--- config.mk ---
export PLATFORM = sky130hd
export DESIGN_NAME = cond_flag_unit
export DESIGN_NICKNAME = d
export VERILOG_FILES = /design/src/rtl/arm_cond_pkg.sv /design/src/rtl/cond_check.sv /design/src/rtl/cond_flag_unit.sv
export SDC_FILE = /design/constraint.sdc
export NUM_CORES = 1
export LEC_CHECK = 0
export ABC_CLOCK_PERIOD_IN_PS = 3300
export BUFFER_PORTS_ARGS = -buffer_cell sky130_fd_sc_hd__buf_2
export CAP_MARGIN = 5
export CORE_AREA = 5 5 42 44
export DETAILED_ROUTE_END_ITERATION = 7
export DIE_AREA = 0 0 47 49
export PLACE_DENSITY_LB_ADDON = 0.25
export SLEW_MARGIN = 20
export SYNTH_ARGS = -nofsm -noshare
export SYNTH_HDL_FRONTEND = slang
export SYNTH_SLANG_ARGS = --single-unit
--- constraint.sdc ---
create_clock -name clk -period 3.3 [get_ports clk]
set_input_delay 0.165 -clock clk [delete_from_list [all_inputs] [get_ports clk]]
set_output_delay 0.165 -clock clk [all_outputs]
set_load 0.01 [all_outputs]
--- src/rtl/arm_cond_pkg.sv ---
// arm_cond_pkg: shared constants for the ARM condition/flag path.
// Condition code encodings (instruction bits [31:28]), flag bit positions
// inside the {N,Z,C,V} flag vector, and FlagW write-enable bit positions.
package arm_cond_pkg;

    localparam logic [3:0] COND_EQ = 4'h0;
    localparam logic [3:0] COND_NE = 4'h1;
    localparam logic [3:0] COND_CS = 4'h2;
    localparam logic [3:0] COND_CC = 4'h3;
    localparam logic [3:0] COND_MI = 4'h4;
    localparam logic [3:0] COND_PL = 4'h5;
    localparam logic [3:0] COND_VS = 4'h6;
    localparam logic [3:0] COND_VC = 4'h7;
    localparam logic [3:0] COND_HI = 4'h8;
    localparam logic [3:0] COND_LS = 4'h9;
    localparam logic [3:0] COND_GE = 4'hA;
    localparam logic [3:0] COND_LT = 4'hB;
    localparam logic [3:0] COND_GT = 4'hC;
    localparam logic [3:0] COND_LE = 4'hD;
    localparam logic [3:0] COND_AL = 4'hE;
    localparam logic [3:0] COND_NV = 4'hF;

    localparam int FLAG_N = 3;
    localparam int FLAG_Z = 2;
    localparam int FLAG_C = 1;
    localparam int FLAG_V = 0;

    // FlagW[1] enables the N,Z update; FlagW[0] enables the C,V update.
    localparam int FLAGW_NZ = 1;
    localparam int FLAGW_CV = 0;

endpackage

--- src/rtl/cond_check.sv ---
// cond_check: purely combinational evaluation of a 4-bit ARM condition
// field against the stored {N,Z,C,V} flags. The reserved code (NV) never
// passes.
module cond_check
    import arm_cond_pkg::*;
(
    input  logic [3:0] cond,
    input  logic [3:0] flags,
    output logic       pass
);

    logic n;
    logic z;
    logic c;
    logic v;

    assign n = flags[FLAG_N];
    assign z = flags[FLAG_Z];
    assign c = flags[FLAG_C];
    assign v = flags[FLAG_V];

    // Decode the condition field into the pass/fail decision.
    always_comb begin
        pass = 1'b0;
        case (cond)
            COND_EQ: pass = z;
            COND_NE: pass = ~z;
            COND_CS: pass = c;
            COND_CC: pass = ~c;
            COND_MI: pass = n;
            COND_PL: pass = ~n;
            COND_VS: pass = v;
            COND_VC: pass = ~v;
            COND_HI: pass = c & ~z;
            COND_LS: pass = ~c | z;
            COND_GE: pass = (n == v);
            COND_LT: pass = (n != v);
            COND_GT: pass = ~z & (n == v);
            COND_LE: pass = z | (n != v);
            COND_AL: pass = 1'b1;
            COND_NV: pass = 1'b0;
            default: pass = 1'b0;
        endcase
    end

endmodule

--- src/rtl/cond_flag_unit.sv ---
// cond_flag_unit: architectural flag register plus condition-gated,
// registered control outputs (PCSrc/RegWrite/MemWrite) for the writeback
// and PC path. Conditions are evaluated against the flags as they stand
// at the start of the cycle, so an instruction sees the flags written by
// its predecessor.
// Optional build macro: COND_STATS_EN adds saturating exec/squash counters.
module cond_flag_unit
    import arm_cond_pkg::*;
#(
    parameter logic [3:0] FLAG_RST = 4'b0000,
    parameter int         CNT_W    = 32
) (
    input  logic             clk,
    input  logic             reset,
    input  logic             in_valid,
    input  logic             stall,
    input  logic [3:0]       Cond,
    input  logic [1:0]       FlagW,
    input  logic [3:0]       ALUFlags,
    input  logic             PCS,
    input  logic             RegW,
    input  logic             MemW,
    output logic             out_valid,
    output logic             CondEx,
    output logic             PCSrc,
    output logic             RegWrite,
    output logic             MemWrite,
`ifdef COND_STATS_EN
    output logic [CNT_W-1:0] exec_cnt,
    output logic [CNT_W-1:0] squash_cnt,
`endif
    output logic [3:0]       Flags
);

    // Counters need at least a couple of bits to be meaningful; this also
    // keeps CNT_W referenced in builds without the statistics option.
    if (CNT_W < 2) begin : g_cnt_w_check
        $error("cond_flag_unit: CNT_W must be at least 2");
    end

    logic pass;
    logic accept;
    logic commit;

    cond_check u_cond_check (
        .cond  (Cond),
        .flags (Flags),
        .pass  (pass)
    );

    // accept: an instruction is actually consumed this cycle.
    assign accept = in_valid & ~stall;
    assign commit = accept & pass;

    // Flag register: only a committed instruction may update it, and the
    // two FlagW halves gate N,Z and C,V independently.
    always_ff @(posedge clk) begin
        if (reset) begin
            Flags <= FLAG_RST;
        end else if (commit) begin
            if (FlagW[FLAGW_NZ]) begin
                Flags[FLAG_N] <= ALUFlags[FLAG_N];
                Flags[FLAG_Z] <= ALUFlags[FLAG_Z];
            end
            if (FlagW[FLAGW_CV]) begin
                Flags[FLAG_C] <= ALUFlags[FLAG_C];
                Flags[FLAG_V] <= ALUFlags[FLAG_V];
            end
        end
    end

    // Output stage: one cycle of latency, holds during stall, a bubble
    // (in_valid low) clears every control output.
    always_ff @(posedge clk) begin
        if (reset) begin
            out_valid <= 1'b0;
            CondEx    <= 1'b0;
            PCSrc     <= 1'b0;
            RegWrite  <= 1'b0;
            MemWrite  <= 1'b0;
        end else if (!stall) begin
            out_valid <= in_valid;
            CondEx    <= in_valid & pass;
            PCSrc     <= PCS  & in_valid & pass;
            RegWrite  <= RegW & in_valid & pass;
            MemWrite  <= MemW & in_valid & pass;
        end
    end

`ifdef COND_STATS_EN
    localparam logic [CNT_W-1:0] CNT_ONE = {{(CNT_W-1){1'b0}}, 1'b1};

    // Statistics: every accepted instruction bumps exactly one counter;
    // both stick at all-ones rather than wrapping.
    always_ff @(posedge clk) begin
        if (reset) begin
            exec_cnt   <= '0;
            squash_cnt <= '0;
        end else if (accept) begin
            if (pass) begin
                if (exec_cnt != {CNT_W{1'b1}}) begin
                    exec_cnt <= exec_cnt + CNT_ONE;
                end
            end else begin
                if (squash_cnt != {CNT_W{1'b1}}) begin
                    squash_cnt <= squash_cnt + CNT_ONE;
                end
            end
        end
    end
`endif

endmodule
==> run_results.csv <==
group,metric,value,unit
finish,final_common_cell,"buf_2",
floorplanning,core_area,0.00140,mm2
finish,syn2layout_area_growth,29.2,%
finish,regArea,180,um2
floorplanning,start_util,38.8,%
sta,maxSlewViolCount,0,
finish,drive_gt1_share,34.1,%
sta,fin_tns_setup,0,ns
worst_setup_path,critPathKind,"reg -> reg",
detailed_routing,routedWlPerCell,11.7,um
detailed_routing,drc_errors,0,
placed_design,place_congestion,0.808,
sta,finalCritPeriodShare,49.4,%
floorplanning,fp.dieH,49,um
yosys,yosysTopAreaCell,"dfxtp_1",
clock_network,insertion_delay,0.25,ns
grt,grt_first_pass_wirelength,2100,um
yosys,yosysWarningCount,0,
finish,n_fill_cell,156,
clock_network,clock_sinks,9,
yosys,synth.distinct_cells,25,
sta,max_clock_freq,614,MHz
finish,multi_input_area,340,um2
finish,num_antenna_cells,0,
clock_network,ctsRootBufferMaster,"clkbuf_4",
yosys,syn_area_per_cell,8.37,um2
clock_network,cts_resized,0,
grt,gr-total-overflow,0,
status,status,"finished, final reports clean",
worst_setup_path,path_max_fanout,5,
worst_setup_path,cp-start-kind,"register",
clock_network,cts_tree,"yes",
sta,grt_setup_unrepaired,"false",
yosys,synth_top_area_share,33.1,%
yosys,synth_area,544,um2
sta,hold_viol,0,
finish,final_nets,109,
grt,grt_pass1_vias,518,
worst_setup_path,critPathBufInv,0,
sta,fin_worst_skew,0.00362,ns
placed_design,dpl_cell_area,677,um2
power_and_ir_drop,p_leak,0.315,nW
worst_setup_path,worst_ep_arrival_time,1.76,ns
detailed_routing,num_vias,549,
clock_network,numCtsBuffers,3,
placed_design,hpwl,991,um
clock_network,clk_pin_slew_worst_paths,0.06,ns
grt,grt_max_degree,14,
detailed_routing,wl,1250,um
worst_setup_path,cp_cell_sequence,"xnor2_1, a31o_2, a21oi_1, o211a_1, nor2_1, a211oi_1",
detailed_routing,dr.pass1.iters,4,
finish,final_cell_mix,"buf_2 (25), dfxtp_1 (9), a21oi_1 (8)",
grt,track_usage,12.2,%
yosys,synthTopCellsByArea,"dfxtp_1 (33%), mux2i_1 (11%), nand2b_1 (8.0%)",
yosys,syn_nets,82,
grt,antenna_found_initial,0,
run,maxCapViolCount,0,
sta,tightestPinTransition,0.330,ns
worst_setup_path,critical_path_required,3.43,ns
worst_setup_path,cp_top_family,"compound AO/OA/AOI/OAI gates",
hold_path,hold_path_class,"in -> reg",
worst_setup_path,endpoint_kind,"register",
clock_network,cts_max_level,1,
power_and_ir_drop,peakVddDrop,0.000168,V
placed_design,io_buffers,25,
worst_setup_path,cp_slowest_cell,"dfxtp_1",
power_and_ir_drop,power_density,344,mW/mm2
detailed_routing,via_per_inst,5.13,
floorplanning,io_pins,26,
power_and_ir_drop,power,242,uW
floorplanning,dieArea,0.00230,mm2
yosys,ys_seq_area_share,33.1,%
detailed_routing,final_antenna_net_count,0,
sta,hold_ws,0.169,ns
finish,final_area,703,um2
clock_network,hold_buffers,0,
detailed_routing,initialDrtViolationCount,10,
clock_network,cts_setup_buffers,0,
clock_network,clockBufferDepth,2,
floorplanning,die_x,47,um
sta,finalSetupViolations,0,
sta,worst_slew_margin_rel,77.8,%
yosys,ys_ff_latch,9,
yosys,synthCells,65,
worst_setup_path,critPathMaxStageDelay,0.34,ns
sta,period_needed,1.63,ns
floorplanning,rows,14,
==> routing by layer <==
| layer | routed length, um | GRT usage [%] | up-vias |
|---|---|---|---|
| met1 | 550 | 15.5 | 252 |
| met3 | 77 | 2.95 | 2 |
| met4 | 14 | 7.37 | 0 |
| li1 | - | - | 285 |
| met5 | 0 | 0 | - |
| met2 | 609 | 17.9 | 10 |
==> final cells by class <==
class	instances	area share, %
inverters	3	1.60
well taps	16	2.85
clock buffers	4	3.74
flip-flops and latches	9	25.6
repair buffers	25	17.8
multi-input cells	50	48.4
==> registers in the layout, indices dropped and copies added, names as in the netlist <==
name	flops
CondEx	1
RegWrite	1
Flags	4
PCSrc	1
MemWrite	1
out_valid	1
==> power by group <==
group,total (mW),internal [mW],leakage (nW),switching (mW)
registers,0.115,0.112,0.0730,0.00276
logic,0.0437,0.0218,0.226,0.0219
clock network,0.0834,0.0465,0.0150,0.0369
total,0.242,0.180,0.315,0.0616
==> cell usage after synthesis (all sizes together) <==
| cell | count |
|---|---|
| a211oi | 3 |
| a21oi | 8 |
| a22oi | 1 |
| a31o | 1 |
| and4b | 1 |
| buf | 1 |
| clkbuf | 2 |
| dfxtp | 9 |
| inv | 3 |
| mux2 | 1 |
| mux2i | 6 |
| nand2 | 6 |
| nand2b | 7 |
| nand3 | 1 |
| nor2 | 2 |
| nor2b | 1 |
| nor3 | 1 |
| nor3b | 1 |
| o211a | 1 |
| o21a | 3 |
| o21ai | 1 |
| o221ai | 1 |
| o32ai | 1 |
| or2b | 2 |
| xnor2 | 1 |
==> tightest hold or removal path, delay by kind of cell <==
| family | cells | cell delay [ns] |
|---|---|---|
| and+or+nand+nor | 1 | 0.05 |
| buffers and inverters | 1 | 0.09 |
| muxes | 1 | 0.06 |
==> cell families (layout without fill, tap and decap cells) <==
| kind of cell | after synthesis | in the layout | synth area share [%] |
|---|---|---|---|
| buffers and inverters | 6 | 32 | 4.37 |
| multiplexers | 7 | 7 | 13.1 |
| AND/OR/NAND/NOR | 22 | 22 | 23.2 |
| XOR/XNOR | 1 | 1 | 1.61 |
| AO/OA/AOI/OAI | 20 | 20 | 24.6 |
| flip-flops | 9 | 9 | 33.1 |
==> final timing paths <==
kind                         startpoint                     to  slack (ns)  depth (start not counted)
hold / removal              ALUFlags[1]  Flags[1]$_SDFFE_PP0P_        0.17                          3
setup / recovery  Flags[0]$_SDFFE_PP0P_  RegWrite$_SDFFE_PP0N_        1.67                          6
setup reg to reg  Flags[0]$_SDFFE_PP0P_  RegWrite$_SDFFE_PP0N_        1.67                          6
hold reg to reg     CondEx$_SDFFE_PP0N_    CondEx$_SDFFE_PP0N_        0.47                          2
==> stage by stage <==
stage	util (%)	cells	worst slack [ns]
final	50.2	107	1.67
after detailed placement	48.3	103	1.65
after CTS	50.2	107	1.64
after global placement	48.3	103	1.69
after floorplan	-	65	1.78
after global routing	50.2	107	1.44
Note: power is estimated with default switching activity, not from simulation.
